--- src/rtl/draw_pkg.sv ---
// Shared definitions for the board-drawing controller: screen codes,
// FSM state type, field widths and cell-code sanitisation.
package draw_pkg;

    localparam int unsigned X_W        = 3;
    localparam int unsigned Y_W        = 3;
    localparam int unsigned CELL_IDX_W = X_W + Y_W;
    localparam int unsigned CODE_W     = 6;
    localparam int unsigned CNT_W      = 15;

    localparam logic [4:0] DRAW_BOARD = 5'b11000;
    localparam logic [4:0] DRAW_TURN  = 5'b11100;
    localparam logic [4:0] DRAW_EMPTY = 5'b00000;
    localparam logic [4:0] DRAW_WALL  = 5'b11111;

    typedef enum logic [3:0] {
        ST_IDLE,
        ST_CLEAR,
        ST_BG,
        ST_BGEND,
        ST_FETCH,
        ST_CELL,
        ST_NEXT,
        ST_TURN,
        ST_FIN
    } draw_state_t;

    // Board and turn codes are screen-only; a board cell holding one draws as empty.
    function automatic logic [CODE_W-1:0] sanitize_code(input logic [CODE_W-1:0] code);
        if (code[4:0] == DRAW_BOARD || code[4:0] == DRAW_TURN)
            return {1'b0, DRAW_EMPTY};
        return code;
    endfunction

endpackage

--- src/rtl/draw_step_counter.sv ---
// Loadable 15-bit step counter with terminal-count compare; times the
// BG, FETCH, CELL and TURN phases of a refresh.
module draw_step_counter
    import draw_pkg::*;
(
    input  logic             clk,
    input  logic             resetn,
    input  logic             load,
    input  logic [CNT_W-1:0] load_val,
    input  logic [CNT_W-1:0] term,
    output logic             tc
);

    logic [CNT_W-1:0] count;

    // Load on request, otherwise count up every cycle.
    always_ff @(posedge clk) begin
        if (!resetn)
            count <= '0;
        else if (load)
            count <= load_val;
        else
            count <= count + 1'b1;
    end

    assign tc = (count == term);

endmodule

--- src/rtl/draw_board_control.sv ---
// Sequences one screen refresh: background fill, 64 board cells in raster
// order fetched from board memory, then the turn-indicator square.
module draw_board_control
    import draw_pkg::*;
#(
    parameter int unsigned BG_PIXELS   = 32768,
    parameter int unsigned CELL_PIXELS = 256,
    parameter int unsigned NUM_CELLS   = 64,
    parameter int unsigned MEM_LAT     = 1
) (
    input  logic       clk,
    input  logic       resetn,
    input  logic       start,
    output logic [5:0] mem_addr,
    input  logic [5:0] mem_rdata,
    output logic [5:0] draw_value,
    output logic       write,
    output logic       update_x_y,
    output logic       ctr_clr,
    output logic       vga_plot,
    output logic       busy,
    output logic       done
);

    draw_state_t           state;
    draw_state_t           state_next;
    logic [CELL_IDX_W-1:0] cell_idx;
    logic [CODE_W-1:0]     cell_q;
    logic                  pending;
    logic [CNT_W-1:0]      step_term;
    logic                  step_load;
    logic                  step_tc;
    logic                  last_cell;

    assign last_cell = (cell_idx == CELL_IDX_W'(NUM_CELLS - 1));
    // Pixel counter restarts from zero on every state entry.
    assign step_load = (state_next != state);

    draw_step_counter u_step (
        .clk      (clk),
        .resetn   (resetn),
        .load     (step_load),
        .load_val ('0),
        .term     (step_term),
        .tc       (step_tc)
    );

    // Terminal count for the phase currently being timed.
    always_comb begin
        step_term = '0;
        case (state)
            ST_BG:           step_term = CNT_W'(BG_PIXELS - 1);
            ST_FETCH:        step_term = CNT_W'(MEM_LAT - 1);
            ST_CELL,
            ST_TURN:         step_term = CNT_W'(CELL_PIXELS - 1);
            default:         step_term = '0;
        endcase
    end

    // State register.
    always_ff @(posedge clk) begin
        if (!resetn)
            state <= ST_IDLE;
        else
            state <= state_next;
    end

    // Next-state logic.
    always_comb begin
        state_next = state;
        case (state)
            ST_IDLE:  if (start) state_next = ST_CLEAR;
            ST_CLEAR: state_next = ST_BG;
            ST_BG:    if (step_tc) state_next = ST_BGEND;
            ST_BGEND: state_next = ST_FETCH;
            ST_FETCH: if (step_tc) state_next = ST_CELL;
            ST_CELL:  if (step_tc) state_next = ST_NEXT;
            ST_NEXT:  state_next = last_cell ? ST_TURN : ST_FETCH;
            ST_TURN:  if (step_tc) state_next = ST_FIN;
            // A start arriving in FIN itself is taken directly rather than left queued.
            ST_FIN:   state_next = (pending || start) ? ST_CLEAR : ST_IDLE;
            default:  state_next = ST_IDLE;
        endcase
    end

    // Cell index, fetched cell code and the single queued-refresh flag.
    always_ff @(posedge clk) begin
        if (!resetn) begin
            cell_idx <= '0;
            cell_q   <= '0;
            pending  <= 1'b0;
        end else begin
            case (state)
                ST_CLEAR: cell_idx <= '0;
                ST_FETCH: if (step_tc) cell_q <= sanitize_code(mem_rdata);
                ST_NEXT:  cell_idx <= last_cell ? '0 : cell_idx + 1'b1;
                default:  ;
            endcase
            if (state == ST_FIN)
                pending <= 1'b0;
            else if (state != ST_IDLE && start)
                pending <= 1'b1;
        end
    end

    // Strobes are registered from the next state so they line up with the state they belong to.
    always_ff @(posedge clk) begin
        if (!resetn) begin
            write      <= 1'b0;
            update_x_y <= 1'b0;
            ctr_clr    <= 1'b0;
            busy       <= 1'b0;
            done       <= 1'b0;
            vga_plot   <= 1'b0;
        end else begin
            write      <= (state_next == ST_BG) || (state_next == ST_CELL) ||
                          (state_next == ST_TURN);
            update_x_y <= (state_next == ST_NEXT);
            ctr_clr    <= (state_next == ST_CLEAR) || (state_next == ST_BGEND);
            busy       <= (state_next != ST_IDLE);
            done       <= (state_next == ST_FIN);
            vga_plot   <= write;
        end
    end

    // Colour code and memory address decoded from the current state.
    always_comb begin
        draw_value = '0;
        mem_addr   = '0;
        case (state)
            ST_BG:    draw_value = {1'b0, DRAW_BOARD};
            ST_FETCH: mem_addr   = cell_idx;
            ST_CELL: begin
                mem_addr   = cell_idx;
                draw_value = cell_q;
            end
            ST_TURN:  draw_value = {1'b0, DRAW_TURN};
            default: begin
                draw_value = '0;
                mem_addr   = '0;
            end
        endcase
    end

endmodule

--- config.mk ---
export PLATFORM = sky130hd
export DESIGN_NAME = draw_board_control
export DESIGN_NICKNAME = d
export VERILOG_FILES = /design/src/rtl/draw_pkg.sv /design/src/rtl/draw_step_counter.sv /design/src/rtl/draw_board_control.sv
export SDC_FILE = /design/constraint.sdc
export NUM_CORES = 1
export LEC_CHECK = 0
export CELL_PAD_IN_SITES_DETAIL_PLACEMENT = 0
export CELL_PAD_IN_SITES_GLOBAL_PLACEMENT = 2
export CORE_MARGIN = 2
export CORE_UTILIZATION = 34
export CTS_CLUSTER_SIZE = 20
export DETAILED_ROUTE_END_ITERATION = 8
export GPL_TIMING_DRIVEN = 0
export PLACE_DENSITY_LB_ADDON = 0.1
export SYNTH_ARGS = -nofsm -noshare
export SYNTH_HDL_FRONTEND = slang
export SYNTH_SLANG_ARGS = --single-unit
export TNS_END_PERCENT = 30
--- constraint.sdc ---
create_clock -name clk -period 4.8 [get_ports clk]
set_clock_uncertainty 0.15 [all_clocks]
set_input_delay 0.48 -clock clk [delete_from_list [all_inputs] [get_ports clk]]
set_output_delay 0.48 -clock clk [all_outputs]
set_load 0.01 [all_outputs]
# Yosys cells after proc, flatten, opt, wreduce, memory -nomap -nowiden
# Cells that the tools add are included.
# totals
regBits	38
in_bits	9
output_inout_bits	18
wordCells	68
# op_classes
bitwise	1
n_reduce_logical	15
n_eq_ne	20
mux	19
n_addsub	2
# op_table
op	count
$pmux 4 s9	1
$pmux 15 s2	1
$eq 4x3->1 const B	7
$mux 6	4
$mux 4	5
$pmux 6 s3	1
$eq 4x2->1 const B	4
$add 15x1->15 const B	1
$eq 15x15->1	1
$pmux 6 s2	1
$eq 5x5->1 const B	2
$eq 4x1->1 const B	2
$eq 4x4->1 const B	2
$reduce_bool 4->1	2
$reduce_or 2->1	4
$add 6x1->6 const B	1
$eq 6x6->1 const B	1
$logic_or 1x1->1	5
$mux 1	5
$logic_not 4->1	1
$ne 4x4->1	1
$mux 2	1
$reduce_and 2->1	1
$reduce_bool 2->1	1
other kinds (2)	2

# Logic depth before layout (Yosys ltp)
# Gate-level depths: netlist of the first run.
# depth
word_depth	9
ltp_mapped	8

# Cells and area by module
# A second synthesis of the first run with hierarchy kept.
# unflattened
cells_unflattened	265
hier_area_um2	2293.4
# by_module_without_submodules
mod	n_inst	cells_per_inst	seq_area_each_um2	area_each_um2
draw_board_control	1	150	460.4	1325.0
draw_step_counter	1	115	300.3	968.4

# Worst setup path before layout of the first run
# Ideal clock, no wire load.
# synth_timing
path_kind	reg-to-reg
from	register state[0]
to	register cell_q[2]
stages_incl_launch_ff	8
setup_ps	72
required_ps	4578
path_slack_ps	2158
synth_period_minus_slack_ps	2642
t_arrival_ps	2420
path_cell_list	dfxtp_1 -> or4b_1 -> buf_2 -> or4_4 -> a221oi_2 -> nand3_2 -> or3b_1 -> a21oi_1
# synth_via
elab_chain_len	5
# synth_lines
element	line_no	text
start, declared	draw_board_control.sv:25	draw_state_t state;
start signal, assigned	draw_board_control.sv:65	state <= state_next;
$eq 4x3->1	draw_board_control.sv:51	case (state)
$reduce_or 2->1	draw_board_control.sv:51	
$pmux 15 s2	draw_board_control.sv:51	
$eq 15x15->1	draw_step_counter.sv:26	assign tc = (count == term);
$reduce_and 2->1 (no source line) *	-	
end signal, assigned	draw_board_control.sv:95	ST_FETCH: if (step_tc) cell_q <= sanitize_code(mem_rdata);
end, declared	draw_board_control.sv:28	logic [CODE_W-1:0] cell_q;
# Every way passes the cells marked *; elsewhere a longest branch is shown, timed or not.
# A chain may end at the register's enable or synchronous reset.

# Worst setup path in the final report of the first run
# layout_timing
from	register state[2]
to	output draw_value[1]
# layout_via
elab_chain_len	2
# layout_lines
element	line_no	text
$eq 4x3->1 or $eq 4x2->1 (tied branches)	draw_board_control.sv:130	case (state)
$pmux 6 s3 *	draw_board_control.sv:130	
end, declared	draw_board_control.sv:16	output logic [5:0] draw_value,
# Marks and branches as above.

==> results of run 1 <==
path summary, 6_finish.rpt:
check,from,to,cells after the start
worst max-delay path,state[2],draw_value[1],4
worst min register to register,cell_q[5],cell_q[5],2
worst max register to register,state[0],write,7
worst min-delay path,cell_q[5],cell_q[5],2
cells in the mapped netlist, types with 2 or more instances:
master,number
sky130_fd_sc_hd__or3_1,3
sky130_fd_sc_hd__ha_1,2
sky130_fd_sc_hd__a21oi_1,18
sky130_fd_sc_hd__o21ai_0,7
sky130_fd_sc_hd__nand4_1,5
sky130_fd_sc_hd__or2_2,2
sky130_fd_sc_hd__and4_1,2
sky130_fd_sc_hd__a22oi_1,2
sky130_fd_sc_hd__nor2_1,37
sky130_fd_sc_hd__o22ai_1,2
sky130_fd_sc_hd__a311oi_1,2
sky130_fd_sc_hd__buf_2,2
sky130_fd_sc_hd__or3b_1,4
sky130_fd_sc_hd__xor2_1,8
sky130_fd_sc_hd__dfxtp_1,38
sky130_fd_sc_hd__nor4_1,5
sky130_fd_sc_hd__xnor2_1,6
sky130_fd_sc_hd__mux2i_1,3
sky130_fd_sc_hd__nand2_1,22
sky130_fd_sc_hd__and2_1,10
sky130_fd_sc_hd__inv_1,4
sky130_fd_sc_hd__nand3_1,9
sky130_fd_sc_hd__clkbuf_1,5
sky130_fd_sc_hd__nor3_1,5
sky130_fd_sc_hd__and3_1,4
sky130_fd_sc_hd__nor3b_1,3
registers in the layout, summed over array words and instances (netlist names), 4 cells and up:
name and flops:
state 4, cell_q 6, u_step.count 15, cell_idx 6
where the power goes:
group | internal, uW | total (uW) | switching [uW]
registers | 333 | 345 | 11.9
clock network | 145 | 254 | 109
logic | 62.9 | 146 | 83.0
layout make-up:
cell class                      count  area (um^2)
Buffer                              7        28.78
Clock buffer                        8        110.1
Fill cell                         565         2851
Inverter                            5        18.77
Multi-Input combinational cell    175         1022
Sequential cell                    38        760.7
Tap cell                           70        87.58
Timing Repair Buffer               26        260.3
routing by layer:
layer	wire, um	up-vias	global-route usage [%]
li1	-	856	-
met3	119	5	3.953
met2	2033	24	26.17
met4	57	0	4.821
met5	0	-	0
met1	1931	727	17.21
cells by family (layout without fill, tap and decap cells):
group / Yosys count / count (layout) / synth area share, %
simple gates: 119 / 119 / 33.70
flops: 38 / 38 / 41.56
compound gates: 37 / 37 / 12.44
xor+xnor: 14 / 14 / 6.699
buf+inv: 12 / 46 / 2.597
mux: 3 / 3 / 1.641
fa+ha+maj: 2 / 2 / 1.367
worst max-delay path, delay by kind of cell, from the launching register on:
kind / cells / cell delay, ps
flip-flops: 1 / 390
AND/OR/NAND/NOR: 2 / 1010
buffers and inverters: 2 / 850
per-stage QoR:
stage	instance area, um^2	hold WS (ps)	util (%)	power (uW)	cells
after floorplan	1831	277.4	-	447.3	225
after global placement	2178	291.3	42.38	499.9	321
after detailed placement	2178	298.2	42.38	500.4	321
after CTS	2288	309.3	44.52	760.2	329
after global routing	2288	326.0	44.52	790.5	329
final	2288	304.9	44.52	745.5	329
==> flow_summary.json, run 1 <==
{
  "post_synth_main_area_contributors": "sky130_fd_sc_hd__dfxtp_1, sky130_fd_sc_hd__nor2_1, sky130_fd_sc_hd__a21oi_1",
  "power-per-cell-area_nw_per_um2": 325.7,
  "upper_clock_frequency_limit_mhz": 315.7,
  "timing.final.max_slew_violations": 0,
  "gp_congestion": 0.7689,
  "antennaDiodeCount": 0,
  "start_util_pct": 35.61,
  "die_h_um": 77.38,
  "path_cells": "clkbuf_1 -> nor3b_1 -> and3_1 -> clkdlybuf4s50_1",
  "avgRoutedWirePerCell_um": 12.59,
  "reg2reg_setup_slack_ps": 1800,
  "clock_sink_count": 38,
  "async_flop_share_pct": 0,
  "critical_path.endpoint_type": "output port",
  "drt_wl_total_mm": 4.141,
  "crit_arrival_ps": 2540,
  "synth_top_area_share_pct": 41.56,
  "drt_first_pass_iters": 4,
  "yosysWarningCount": 0,
  "layout_commonest_cell": "sky130_fd_sc_hd__dfxtp_1",
  "worst-setup-path-type": "flip-flop to output port",
  "post-route-drc-count": 0,
  "dominant_synthesized_flop_cell": "sky130_fd_sc_hd__dfxtp_1",
  "peakVddDrop_uv": 127.0,
  "period_minus_slack_ps": 3168,
  "drt_first_iter_violations": 56,
  "buffer_ports.inserted": 26,
  "power.static_leakage_uw": 0.0007991,
  "required_ps": 4170,
  "final-setup-viol-count": 0,
  "cts_repair_resize_count": 0,
  "start_kind": "flip-flop",
  "worst_setup_slack_post_dpl_ps": 1864,
  "finalCritPeriodShare_pct": 66.00,
  "postLayoutSetupSlackWorst_ps": 1632,
  "die_extent_in_x_um": 77.38,
  "cts.path.max_buffers": 2,
  "floorplan.io_pins": 27,
  "clock-root-buffer": "sky130_fd_sc_hd__clkbuf_8",
  "grt_antenna_before_repair": 0,
  "post_synth.cell_area_avg_um2": 8.136,
  "std_cell_rows": 26,
  "number_of_global_route_vias_before_repair": 1559,
  "gr-usage-all-layers_pct": 14.76,
  "finish.net_count": 269,
  "grt_setup_unrepaired": "false",
  "grt_max_degree": 12,
  "cts_tree": "done",
  "clk_pin_slew_ps": 70,
  "cp_max_fo": 10,
  "setup_tns_ps": 0,
  "grt_first_pass_wirelength_mm": 7.072,
  "synth.ff_latch_count": 38,
  "mappedNetlistArea_um2": 1831,
  "slew_at_the_pin_with_the_worst_max_slew_slack_ps": 979.1,
  "run_status": "completed",
  "cpPeakStageDelay_ps": 760,
  "synth_edf_count": 0,
  "yosys.area.top_type": "sky130_fd_sc_hd__dfxtp_1",
  "postCtsHoldBufs": 0,
  "syn-instance-count": 225,
  "final_hold_viol_count": 0,
  "clkLatencyLatePin_ps": 280,
  "cts_post_setup_buffers_inserted": 0,
  "htree_levels": 2,
  "hold_class": "flip-flop to flip-flop",
  "yosys.cell_types.count": 41,
  "inserted_clock_buffers": 5,
  "ratio_of_cells_with_drive_above_1_in_the_final_layout_pct": 6.564,
  "critical_path.slowest_cell": "sky130_fd_sc_hd__nor3b_1",
  "vias": 1612,
  "dp.final_hpwl_mm": 3.072,
  "timing.slew.headroom_pct": 34.12,
  "synth.yosys.seq_area_share_pct": 41.56,
  "grt-ovfl-total": 0,
  "route.antenna.remaining_nets": 0,
  "final_cell_mix": "sky130_fd_sc_hd__dfxtp_1, sky130_fd_sc_hd__nor2_1, sky130_fd_sc_hd__clkdlybuf4s50_1",
  "core_footprint_um2": 5140,
  "die_footprint_um2": 5987,
  "max-cap-violations": 0,
  "avgViaCountPerCell": 4.900,
  "synth_nets": 236,
  "area_delta_synth_final_pct": 25.02
}
Note: power is estimated with default switching activity, not from simulation.
==> inputs of run 2 (changes only) <==
--- a/config.mk
+++ b/config.mk
@@ -8,7 +8,7 @@
 export CELL_PAD_IN_SITES_DETAIL_PLACEMENT = 0
 export CELL_PAD_IN_SITES_GLOBAL_PLACEMENT = 2
 export CORE_MARGIN = 2
-export CORE_UTILIZATION = 34
+export CORE_UTILIZATION = 31
 export CTS_CLUSTER_SIZE = 20
 export DETAILED_ROUTE_END_ITERATION = 8
 export GPL_TIMING_DRIVEN = 0
==> constraint.sdc (replaced) <==
create_clock -name clk -period 3.2 [get_ports clk]
set_clock_uncertainty 0.15 [all_clocks]
set_input_delay 0.32 -clock clk [delete_from_list [all_inputs] [get_ports clk]]
set_output_delay 0.32 -clock clk [all_outputs]
set_load 0.01 [all_outputs]
==> run 2 against run 1 <==
  * Hold slack worse by 4.4 ps
  * Combinational power is 50% higher
  * Critical path depth grew 4
  * Total power is 44% higher
  * Final area fell by 0.49%
  * Worst setup slack lost 1400 ps
  * Sequential power grew 50%
  * Clock power grew 33%
  * Die area up 9.2%
  * Register-to-register slack worse by 1500 ps
  * Global-route usage is 0.51 points lower
  * Highest routed layer unchanged
==> flow_summary.json, run 2 (synthesis gave the netlist of run 1 again) <==
{
  "run_status": "completed",
  "route.antenna.remaining_nets": 0,
  "grt_max_degree": 12,
  "critical_path.slowest_cell": "sky130_fd_sc_hd__or4b_1",
  "sequentialPowerShare_pct": 48.2,
  "internal-power_uw": 768.4,
  "required_ps": 3230,
  "drt_first_pass_iters": 4,
  "worst-setup-path-type": "flip-flop to flip-flop",
  "fraction_of_power_spent_switching_nets_pct": 28.60,
  "grt-ovfl-total": 0,
  "layout.filler_cells": 638,
  "htree_levels": 2,
  "gr-usage-all-layers_pct": 14.25,
  "layout_commonest_cell": "sky130_fd_sc_hd__dfxtp_1",
  "dp.final_hpwl_mm": 3.146,
  "multi_input_comb_area_um2": 1027,
  "clock_sink_count": 38,
  "grt_setup_unrepaired": "false",
  "area_delta_synth_final_pct": 24.40,
  "antennaDiodeCount": 0,
  "placedCellCount": 323,
  "power.share.clock_pct": 31.4,
  "clk_pin_slew_ps": 70,
  "core_footprint_um2": 5608,
  "clock-root-buffer": "sky130_fd_sc_hd__clkbuf_8",
  "drt_first_iter_violations": 32,
  "timing.critical_path.max_delay_family": "simple AND/OR/NAND/NOR gates",
  "biggestRegsByFlops": "u_step.count: 15 flops, cell_idx: 6 flops, cell_q: 6 flops",
  "postCtsHoldBufs": 0,
  "upper_clock_frequency_limit_mhz": 340.4,
  "final_hold_viol_count": 0,
  "register_area_um2": 760.7,
  "floorplan.io_pins": 27,
  "inserted_clock_buffers": 5,
  "cp_num_buf_inv": 2,
  "critical_path.endpoint_type": "flip-flop",
  "avgViaCountPerCell": 4.819,
  "start_kind": "flip-flop",
  "vias": 1595,
  "power-per-cell-area_nw_per_um2": 472.5,
  "avgRoutedWirePerCell_um": 12.96,
  "max-cap-violations": 0,
  "clkLatencyLatePin_ps": 280,
  "final-setup-viol-count": 0,
  "finalCritPeriodShare_pct": 91.80,
  "cpMostUsedCell": "sky130_fd_sc_hd__buf_2",
  "power.static_leakage_uw": 0.0007940,
  "start_util_pct": 32.64,
  "finish.net_count": 269,
  "crit_arrival_ps": 2960,
  "largest_register_ff_count": 15,
  "grt_antenna_before_repair": 0,
  "sum_of_internal_switching_and_leakage_power_uw": 1076,
  "buffer_ports.inserted": 26,
  "setup_tns_ps": 0,
  "peakVddDrop_uv": 163.7,
  "gp_congestion": 0.7900,
  "cts_tree": "done",
  "hold_class": "flip-flop to flip-flop",
  "register_with_the_most_flip_flops": "u_step.count",
  "die_footprint_um2": 6536,
  "timing.slew.headroom_pct": 41.98,
  "comb_power_share_pct": 20.3,
  "drt_wl_total_mm": 4.291,
  "cp_max_fo": 10,
  "postLayoutSetupSlackWorst_ps": 262.5,
  "grt_first_pass_wirelength_mm": 7.155,
  "cts.path.max_buffers": 2,
  "finish.cell_count_without_fillers": 331,
  "netSwitchingPower_uw": 307.7,
  "final_cell_mix": "sky130_fd_sc_hd__dfxtp_1, sky130_fd_sc_hd__nor2_1, sky130_fd_sc_hd__clkdlybuf4s50_1",
  "die_extent_in_x_um": 80.85,
  "ratio_of_cells_with_drive_above_1_in_the_final_layout_pct": 6.564,
  "number_of_global_route_vias_before_repair": 1491,
  "std_cell_rows": 27,
  "timing.final.max_slew_violations": 0,
  "cpPeakStageDelay_ps": 450,
  "die_h_um": 80.85,
  "worst_setup_slack_post_dpl_ps": 233.1,
  "period_minus_slack_ps": 2937,
  "slew_at_the_pin_with_the_worst_max_slew_slack_ps": 862.4,
  "post-route-drc-count": 0,
  "path_cells": "or4b_1 -> buf_2 -> or4_4 -> a221oi_2 -> a311o_1 -> o21bai_1 -> buf_2 -> nor2_1"
}
-- run 2: area by class of cell --
cell class                      count  share of cell area, %
Clock buffer                        7                  3.791
Multi-Input combinational cell    175                  45.11
Timing Repair Buffer               26                  11.43
Tap cell                           72                  3.956
Clock inverter                      1                 0.2198
Buffer                              7                  1.264
Inverter                            5                 0.8242
Sequential cell                    38                  33.41
-- run 2: worst register-to-register path, stage by stage, from the launching register on --
cell                       delay [ps]
sky130_fd_sc_hd__dfxtp_1          420
sky130_fd_sc_hd__or4b_1           460
sky130_fd_sc_hd__buf_2            170
sky130_fd_sc_hd__or4_4            450
sky130_fd_sc_hd__a221oi_2         380
sky130_fd_sc_hd__a311o_1          170
sky130_fd_sc_hd__o21bai_1         260
sky130_fd_sc_hd__buf_2            320
sky130_fd_sc_hd__nor2_1            70
-- run 2: timing repair --
action,4_1_cts,5_1_grt
setup buffers,0,0
gates resized for setup,0,1
setup endpoints to repair,0,9
-- run 2: worst paths after layout --
| check | from | end | slack (ps) | cells after the start |
|---|---|---|---|---|
| worst min register to register | cell_q[4] | cell_q[4] | 300 | 2 |
| worst max register to register | state[1] | u_step.count[8] | 260 | 8 |
| worst max-delay path | state[1] | u_step.count[8] | 260 | 8 |
| worst min-delay path | cell_q[4] | cell_q[4] | 300 | 2 |
-- run 2: per-layer routing --
layer / GRT usage, % / share of wire, % / wire (um)
met5: 0 / 0 / 0
met4: 4.576 / 1.3 / 55
met3: 4.556 / 4.0 / 170
met2: 20.74 / 41 / 1767
met1: 19.89 / 54 / 2297
-- run 2: power by group through the flow --
stage / clock, uW / combinational, uW / sequential (uW)
2_1_floorplan: 0 / 141 / 530
3_3_place_gp: 0 / 222 / 529
3_5_place_dp: 0 / 221 / 529
4_1_cts: 359 / 221 / 519
5_1_grt: 375 / 249 / 523
6_report: 338 / 219 / 519
-- run 2: through the flow --
stage                     util, %  hold WS [ps]  cell area, um^2
after floorplan                 -         277.4             1831
after global placement      38.89         290.8             2181
after detailed placement    38.89         294.9             2181
after CTS                   40.52         307.2             2272
after global routing        40.61         329.5             2277
final                       40.61         300.6             2277
